[src/rtl/bitop_pipe_flopped.sv]
// rtl/bitop_pipe_flopped.sv - elastic valid/ready pipelined bitwise-op unit with square-fold pre-stage
module bitop_pipe_flopped #(
    parameter int BITWIDTH            = 16,
    parameter int NUM_PIPELINE_STAGES = 1,
    parameter int CNT_WIDTH           = 16
) (
    input  logic                 clk,
    input  logic                 rst_n,
    input  logic                 in_valid,
    output logic                 in_ready,
    input  logic [BITWIDTH-1:0]  in_a,
    input  logic [BITWIDTH-1:0]  in_b,
    input  logic [1:0]           in_op,
    input  logic                 in_fold,
    output logic                 out_valid,
    input  logic                 out_ready,
    output logic [BITWIDTH-1:0]  out_data,
    output logic [1:0]           out_op,
    output logic [CNT_WIDTH-1:0] out_count
);

    localparam int N = NUM_PIPELINE_STAGES;
    localparam int W = BITWIDTH;

    logic [N-1:0]   r_in_valid;
    logic [W-1:0]   r_in_a    [N];
    logic [W-1:0]   r_in_b    [N];
    logic [1:0]     r_in_op   [N];
    logic           r_in_fold [N];

    logic           r_sq_valid;
    logic [2*W-1:0] r_sq_a;
    logic [2*W-1:0] r_sq_b;
    logic [1:0]     r_sq_op;

    logic           r_fold_valid;
    logic [W-1:0]   r_fold_a;
    logic [W-1:0]   r_fold_b;
    logic [1:0]     r_fold_op;

    logic           r_out_valid;
    logic [W-1:0]   r_out_data;
    logic [1:0]     r_out_op;
    logic [CNT_WIDTH-1:0] r_count;

    logic           w_out_rdy;
    logic           w_fold_rdy;
    logic           w_sq_rdy;
    logic [N-1:0]   w_in_rdy;
    logic           w_all_full;
    logic [2*W-1:0] w_sq_a;
    logic [2*W-1:0] w_sq_b;
    logic [W-1:0]   w_op_res;

    assign w_out_rdy  = !r_out_valid || out_ready;
    assign w_fold_rdy = !r_fold_valid || w_out_rdy;
    assign w_sq_rdy   = !r_sq_valid || w_fold_rdy;

    // An input stage can take data if the square stage drains or any stage
    // from it onward has a bubble; written without a self-referencing chain.
    always_comb begin
        w_in_rdy   = '0;
        w_all_full = 1'b1;
        for (int k = N - 1; k >= 0; k--) begin
            w_all_full  = w_all_full & r_in_valid[k];
            w_in_rdy[k] = w_sq_rdy || !w_all_full;
        end
    end

    assign in_ready = w_in_rdy[0];

    always_comb begin
        w_sq_a = {{W{1'b0}}, r_in_a[N-1]};
        w_sq_b = {{W{1'b0}}, r_in_b[N-1]};
        if (r_in_fold[N-1]) begin
            w_sq_a = {{W{1'b0}}, r_in_a[N-1]} * {{W{1'b0}}, r_in_a[N-1]};
            w_sq_b = {{W{1'b0}}, r_in_b[N-1]} * {{W{1'b0}}, r_in_b[N-1]};
        end
    end

    always_comb begin
        w_op_res = r_fold_a & r_fold_b;
        case (r_fold_op)
            2'd0:    w_op_res = r_fold_a & r_fold_b;
            2'd1:    w_op_res = r_fold_a | r_fold_b;
            2'd2:    w_op_res = r_fold_a ^ r_fold_b;
            default: w_op_res = ~(r_fold_a ^ r_fold_b);
        endcase
    end

    always_ff @(posedge clk or negedge rst_n) begin
        if (!rst_n) begin
            r_in_valid   <= '0;
            r_sq_valid   <= 1'b0;
            r_fold_valid <= 1'b0;
            r_out_valid  <= 1'b0;
            r_out_data   <= '0;
            r_out_op     <= 2'd0;
            r_count      <= '0;
        end else begin
            if (w_in_rdy[0]) r_in_valid[0] <= in_valid;
            for (int k = 1; k < N; k++) begin
                if (w_in_rdy[k]) r_in_valid[k] <= r_in_valid[k-1];
            end
            if (w_sq_rdy)   r_sq_valid   <= r_in_valid[N-1];
            if (w_fold_rdy) r_fold_valid <= r_sq_valid;
            if (w_out_rdy)  r_out_valid  <= r_fold_valid;
            if (w_out_rdy && r_fold_valid) begin
                r_out_data <= w_op_res;
                r_out_op   <= r_fold_op;
            end
            if (r_out_valid && out_ready) r_count <= r_count + 1'b1;
        end
    end

    // Payload registers load only alongside a valid bit, so X on idle inputs never moves.
    always_ff @(posedge clk) begin
        if (w_in_rdy[0] && in_valid) begin
            r_in_a[0]    <= in_a;
            r_in_b[0]    <= in_b;
            r_in_op[0]   <= in_op;
            r_in_fold[0] <= in_fold;
        end
        for (int k = 1; k < N; k++) begin
            if (w_in_rdy[k] && r_in_valid[k-1]) begin
                r_in_a[k]    <= r_in_a[k-1];
                r_in_b[k]    <= r_in_b[k-1];
                r_in_op[k]   <= r_in_op[k-1];
                r_in_fold[k] <= r_in_fold[k-1];
            end
        end
        if (w_sq_rdy && r_in_valid[N-1]) begin
            r_sq_a  <= w_sq_a;
            r_sq_b  <= w_sq_b;
            r_sq_op <= r_in_op[N-1];
        end
        if (w_fold_rdy && r_sq_valid) begin
            r_fold_a  <= r_sq_a[W-1:0] ^ r_sq_a[2*W-1:W];
            r_fold_b  <= r_sq_b[W-1:0] ^ r_sq_b[2*W-1:W];
            r_fold_op <= r_sq_op;
        end
    end

    assign out_valid = r_out_valid;
    assign out_data  = r_out_data;
    assign out_op    = r_out_op;
    assign out_count = r_count;

endmodule

[config.mk]
export PLATFORM = sky130hd
export DESIGN_NAME = bitop_pipe_flopped
export DESIGN_NICKNAME = d
export VERILOG_FILES = /design/src/rtl/bitop_pipe_flopped.sv
export SDC_FILE = /design/constraint.sdc
export NUM_CORES = 1
export LEC_CHECK = 0
export ABC_CLOCK_PERIOD_IN_PS = 14000
export BUFFER_PORTS_ARGS = -buffer_cell sky130_fd_sc_hd__buf_2
export CAP_MARGIN = 30
export CORE_ASPECT_RATIO = 0.5
export CORE_MARGIN = 3
export CORE_UTILIZATION = 60
export CTS_CLUSTER_SIZE = 14
export DETAILED_ROUTE_END_ITERATION = 7
export GPL_TIMING_DRIVEN = 0
export PLACE_DENSITY = 0.77
export SYNTH_ARGS = -nofsm -noshare
export SYNTH_HDL_FRONTEND = slang
export SYNTH_SLANG_ARGS = --single-unit
export TNS_END_PERCENT = 5
[constraint.sdc]
create_clock -name clk -period 14 [get_ports clk]
set_input_delay 3.5 -clock clk [delete_from_list [all_inputs] [get_ports clk]]
set_output_delay 3.5 -clock clk [all_outputs]
set_load 0.005 [all_outputs]
# Word level (Yosys, flattened, before mapping)

Memory sizes are Yosys's and may differ from the RTL's. A register that Yosys moved wholly into a read port is not among the register bits.
Cells that the tools add are included.

Flip-flop bits (word level): 136
Bits in writable memories: 35
Word-level logic and storage cells: 48
Memories: 4

$add $sub $neg: 1
$mul: 2
Equal/unequal tests: 2
Mux-type cells: 5
Bitwise logic cells: 6
Reductions and logical operators: 14

Memory list:

| memory    | depth | width | read ports | clocked after memory_dff | write ports | RTL line | RTL |
|---|---|---|---|---|---|---|---|
| r_in_a    | 1     | 16    | 1          | 0                        | 1           | 26       | `logic [W-1:0] r_in_a [N];` |
| r_in_b    | 1     | 16    | 1          | 0                        | 1           | 27       | `logic [W-1:0] r_in_b [N];` |
| r_in_op   | 1     | 2     | 1          | 1                        | 1           | 28       | `logic [1:0] r_in_op [N];` |
| r_in_fold | 1     | 1     | 1          | 0                        | 1           | 29       | `logic r_in_fold [N];` |

Operators by type and width:

| kind                                                                   | count |
|---|---|
| 16-bit by 16-bit multiplier with 32-bit output                         | 2 |
| 16-bit case mux with 3 select lines                                    | 1 |
| 16-bit bitwise XOR                                                     | 3 |
| 16-bit two-way mux                                                     | 2 |
| 16-bit by 1-bit adder with 16-bit output (second input constant)       | 1 |
| 16-bit AND                                                             | 1 |
| 16-bit NOT                                                             | 1 |
| 16-bit bitwise OR                                                      | 1 |
| 1-bit logical AND                                                      | 5 |
| 1-bit zero test                                                        | 4 |
| 1-bit logical OR                                                       | 4 |
| 2-bit by 1-bit equality test with 1-bit output (second input constant) | 1 |
| 2-bit equality test (second input constant)                            | 1 |
| 2-bit zero test                                                        | 1 |
| 1-bit two-way mux                                                      | 2 |

# Depth between registers and ports, before layout

Word-level depth: 8
Depth in mapped cells: 26
Depth with buffers taken out: 24

# Least setup slack after synthesis

No wires, ideal clock.

Kind: input port to output port
From: input out_ready
To: output in_ready
Data arrival time: 3.856 ns
Data required time: 10.500 ns
Path slack: 6.644 ns
Stages: 2
Buffers on the path: 0
Cell sequence: nor2b_1 nand4_1

Word-level cells in the longest chain between the ends: 4

RTL lines:

| what             | RTL line | RTL |
|---|---|---|
| start, declared  | 16       | `input logic out_ready,` |
| 1-bit logical OR | 55       | `assign w_out_rdy = !r_out_valid \|\| out_ready;` |
| 1-bit logical OR | 56       | `assign w_fold_rdy = !r_fold_valid \|\| w_out_rdy;` |
| 1-bit logical OR | 57       | `assign w_sq_rdy = !r_sq_valid \|\| w_fold_rdy;` |
| 1-bit logical OR | 66       | `w_in_rdy[k] = w_sq_rdy \|\| !w_all_full;` |
| end, declared    | 10       | `output logic in_ready,` |

No other way between the ends.

# Worst setup path in the final report

Same ends and word-level chain as after synthesis.

==> flow_metrics.py <==
metrics = {
    "run_status": {
        "status": "complete, no violations",
    },
    "final_layout": {
        "num-fill-cells": 2771,
        "final_nets": 2896,
        "drive_gt1_frac": 0.0641,
        "area_growth_pct": 7.48,
    },
    "clock_tree": {
        "cts_tree": "done",
        "cts_hold_buf": 0,
        "cts_root_buf": "clkbuf_16",
        "clk_pin_slew_ns": 0.07,
        "clock_latency_ns": 0.45,
        "ctsResizeCount": 0,
        "cts_buffers": 17,
        "cts_setup_buffers": 0,
        "clock-sinks": 173,
        "htree_num_levels": 4,
        "clock_path_buffers": 2,
    },
    "sta": {
        "fin_setup_tns_ns": 0,
        "slew_headroom": 0.392,
        "fin_skew_ns": 0.0159,
        "finalHoldViolCount": 0,
        "slew_viol_final": 0,
        "rsz0062_at_grt": "no",
        "tightest_slew_ns": 0.912,
        "timing.final.crit_period_ns": 7.77,
        "fin_crit_sh": 0.555,
        "max_freq_mhz": 129,
        "setup_violations": 0,
    },
    "floorplan": {
        "initial_core_util": 0.621,
        "num_rows": 48,
        "die_w_microns": 276,
        "die_area_sq_um": 38900,
        "core_area_sq_um": 35200,
        "die_height_microns": 141,
        "design.portCount": 75,
    },
    "synthesis": {
        "syn_inst": 2201,
        "yosysWarnings": 0,
        "yosys.area.top_type": "fa_1",
        "synth_top_cells_by_area": "fa_1 (30%), edfxtp_1 (19%), ha_1 (14%)",
        "netlist.area_leader.share": 0.297,
        "avgSynthCellArea_sq_um": 9.93,
        "yosysUniqueCellTypes": 53,
        "ys.flop_type": "edfxtp_1",
        "async_flop_share": 0.220,
        "syn_nets": 2800,
        "synth_seq_cells": 173,
        "netlist_area_sq_um": 21900,
        "ys_seq_area_frac": 0.229,
        "synth_edf_count": 135,
    },
    "critical_path": {
        "crit_chain": "buf_2, nor2b_1, nand4_1, buf_2",
        "cp-start-kind": "input pin",
        "crit_fanout": 5,
        "worstPathRequired_ns": 10.50,
        "cp_slowest_cell": "nor2b_1",
        "end_kind": "output port",
        "arrival_ns": 4.27,
        "path_class": "input pin to output port",
        "path_common_cell": "buf_2",
        "max_stage_delay_ns": 0.28,
    },
    "global_route": {
        "top_usage_layer": "met2",
        "grtUsageMet1": 0.367,
        "met2_usage": 0.459,
        "grt_pass1_wl_mm": 81.3,
        "grt_pass1_vias": 16000,
        "grt_use_total": 0.271,
        "overflow": 0,
        "antenna_found_initial": 0,
        "grt_max_degree": 42,
        "grt_use_met3": 0.0459,
    },
    "drt": {
        "drtIter0Drc": 1042,
        "post-route-drc-count": 0,
        "routed_wl_mm": 49.6,
        "dr.pass1.iters": 5,
        "wl_per_cell_microns": 17.8,
        "num_vias": 15100,
        "ant_nets": 0,
        "routed_via_density": 5.41,
    },
    "placement": {
        "gp_congestion": 0.939,
        "port_buffers": 74,
        "dp_hpwl_mm": 39.8,
    },
    "run": {
        "maxCapViolCount": 0,
    },
    "min_path": {
        "min_path_type": "register to register",
    },
}
==> synthesized netlist by cell type, drive strengths merged (2+ instances only) <==
library cell,count
or3,3
nand2,217
nor2b,13
o21bai,6
inv,543
o21a,6
o211ai,3
mux2,17
a21boi,3
a31o,4
a21oi,72
ha,236
a221oi,2
xor2,62
edfxtp,135
a211oi,10
nand3,19
mux2i,11
clkbuf,69
a221o,3
nand3b,4
and3,8
fa,324
dfrtp,38
xnor2,72
and2,118
a31oi,3
nand4,14
a21o,24
nor2,51
a41o,2
or2,6
o311ai,2
nand2b,7
o21ai,78
nor3,5
a211o,3
==> logic make-up (layout without fill, tap and decap cells) <==
logic type,Yosys count,after routing,synth area share
xor+xnor,134,134,0.0537
mux,28,28,0.0138
compound gates,227,227,0.0643
simple gates,467,467,0.102
flops,173,173,0.229
fa+ha+maj,560,560,0.432
other cells,0,1,0
buf+inv,612,721,0.105
==> cell usage in the layout (no fill, tap or decap), drive strengths merged, types with 77 or more instances in the layout <==
cell type  count
fa           324
nand2        217
o21ai         78
and2         118
edfxtp       135
ha           236
clkbuf        86
inv          551
buf           77
==> sequential cells by signal, summed over array words and instances (netlist names) <==
register / flops
r_fold_valid: 1
r_sq_valid: 1
r_in_a: 16
r_fold_b: 16
out_data: 16
r_in_valid: 1
r_sq_a: 32
out_valid: 1
out_op: 2
r_fold_op: 2
r_sq_b: 32
r_sq_op: 2
r_in_fold: 1
r_fold_a: 16
r_in_b: 16
out_count: 16
r_in_op: 2
==> through the flow <==
step / util / area (sq um) / cells / setup WS [ns] / hold WS (ns)
4_1_cts: 0.667 / 23500 / 2785 / 6.24 / 0.422
3_5_place_dp: 0.650 / 22900 / 2753 / 6.24 / 0.405
2_1_floorplan: - / 21900 / 2201 / 6.64 / 0.400
5_1_grt: 0.667 / 23500 / 2785 / 6.13 / 0.424
3_3_place_gp: 0.648 / 22800 / 2750 / 6.26 / 0.406
6_report: 0.667 / 23500 / 2786 / 6.23 / 0.416
==> worst max-delay path, delay by kind of cell <==
kind	cells	cell delay, ns
AND/OR/NAND/NOR	2	0.47
buffers and inverters	2	0.29
==> layer usage <==
layer / share of wire / vias up
met5: 0 / -
met4: 0.026 / 0
met2: 0.48 / 428
li1: - / 6992
met3: 0.055 / 72
met1: 0.44 / 7567
==> final cells by class <==
type                    instances  area, sq um  share of cell area
well taps                     475          594              0.0253
diodes                          1         2.50            0.000107
clock inverters                15          173             0.00735
plain buffers                  69          259              0.0110
clock buffers                  17          425              0.0181
repair buffers                 77          438              0.0186
inverters                     543         2040              0.0868
flip-flops and latches        173         5000               0.213
multi-input cells            1416        14600               0.620
==> worst paths after layout <==
check                                   from            end  slack, ns  cells past startpoint
worst min-delay path              r_sq_op[1]   r_fold_op[1]       0.42                      0
worst min register to register    r_sq_op[1]   r_fold_op[1]       0.42                      0
worst max register to register  r_in_a[0][9]     r_sq_a[29]       6.71                     25
max in group asynchronous              rst_n     r_in_valid      10.32                      1
min in group asynchronous              rst_n  out_count[12]       3.16                      1
worst max-delay path               out_ready       in_ready       6.23                      4
Power is left out: the tool's default activity adds up to more than one toggle a clock period on the data nets, which glitch-free logic cannot reach.
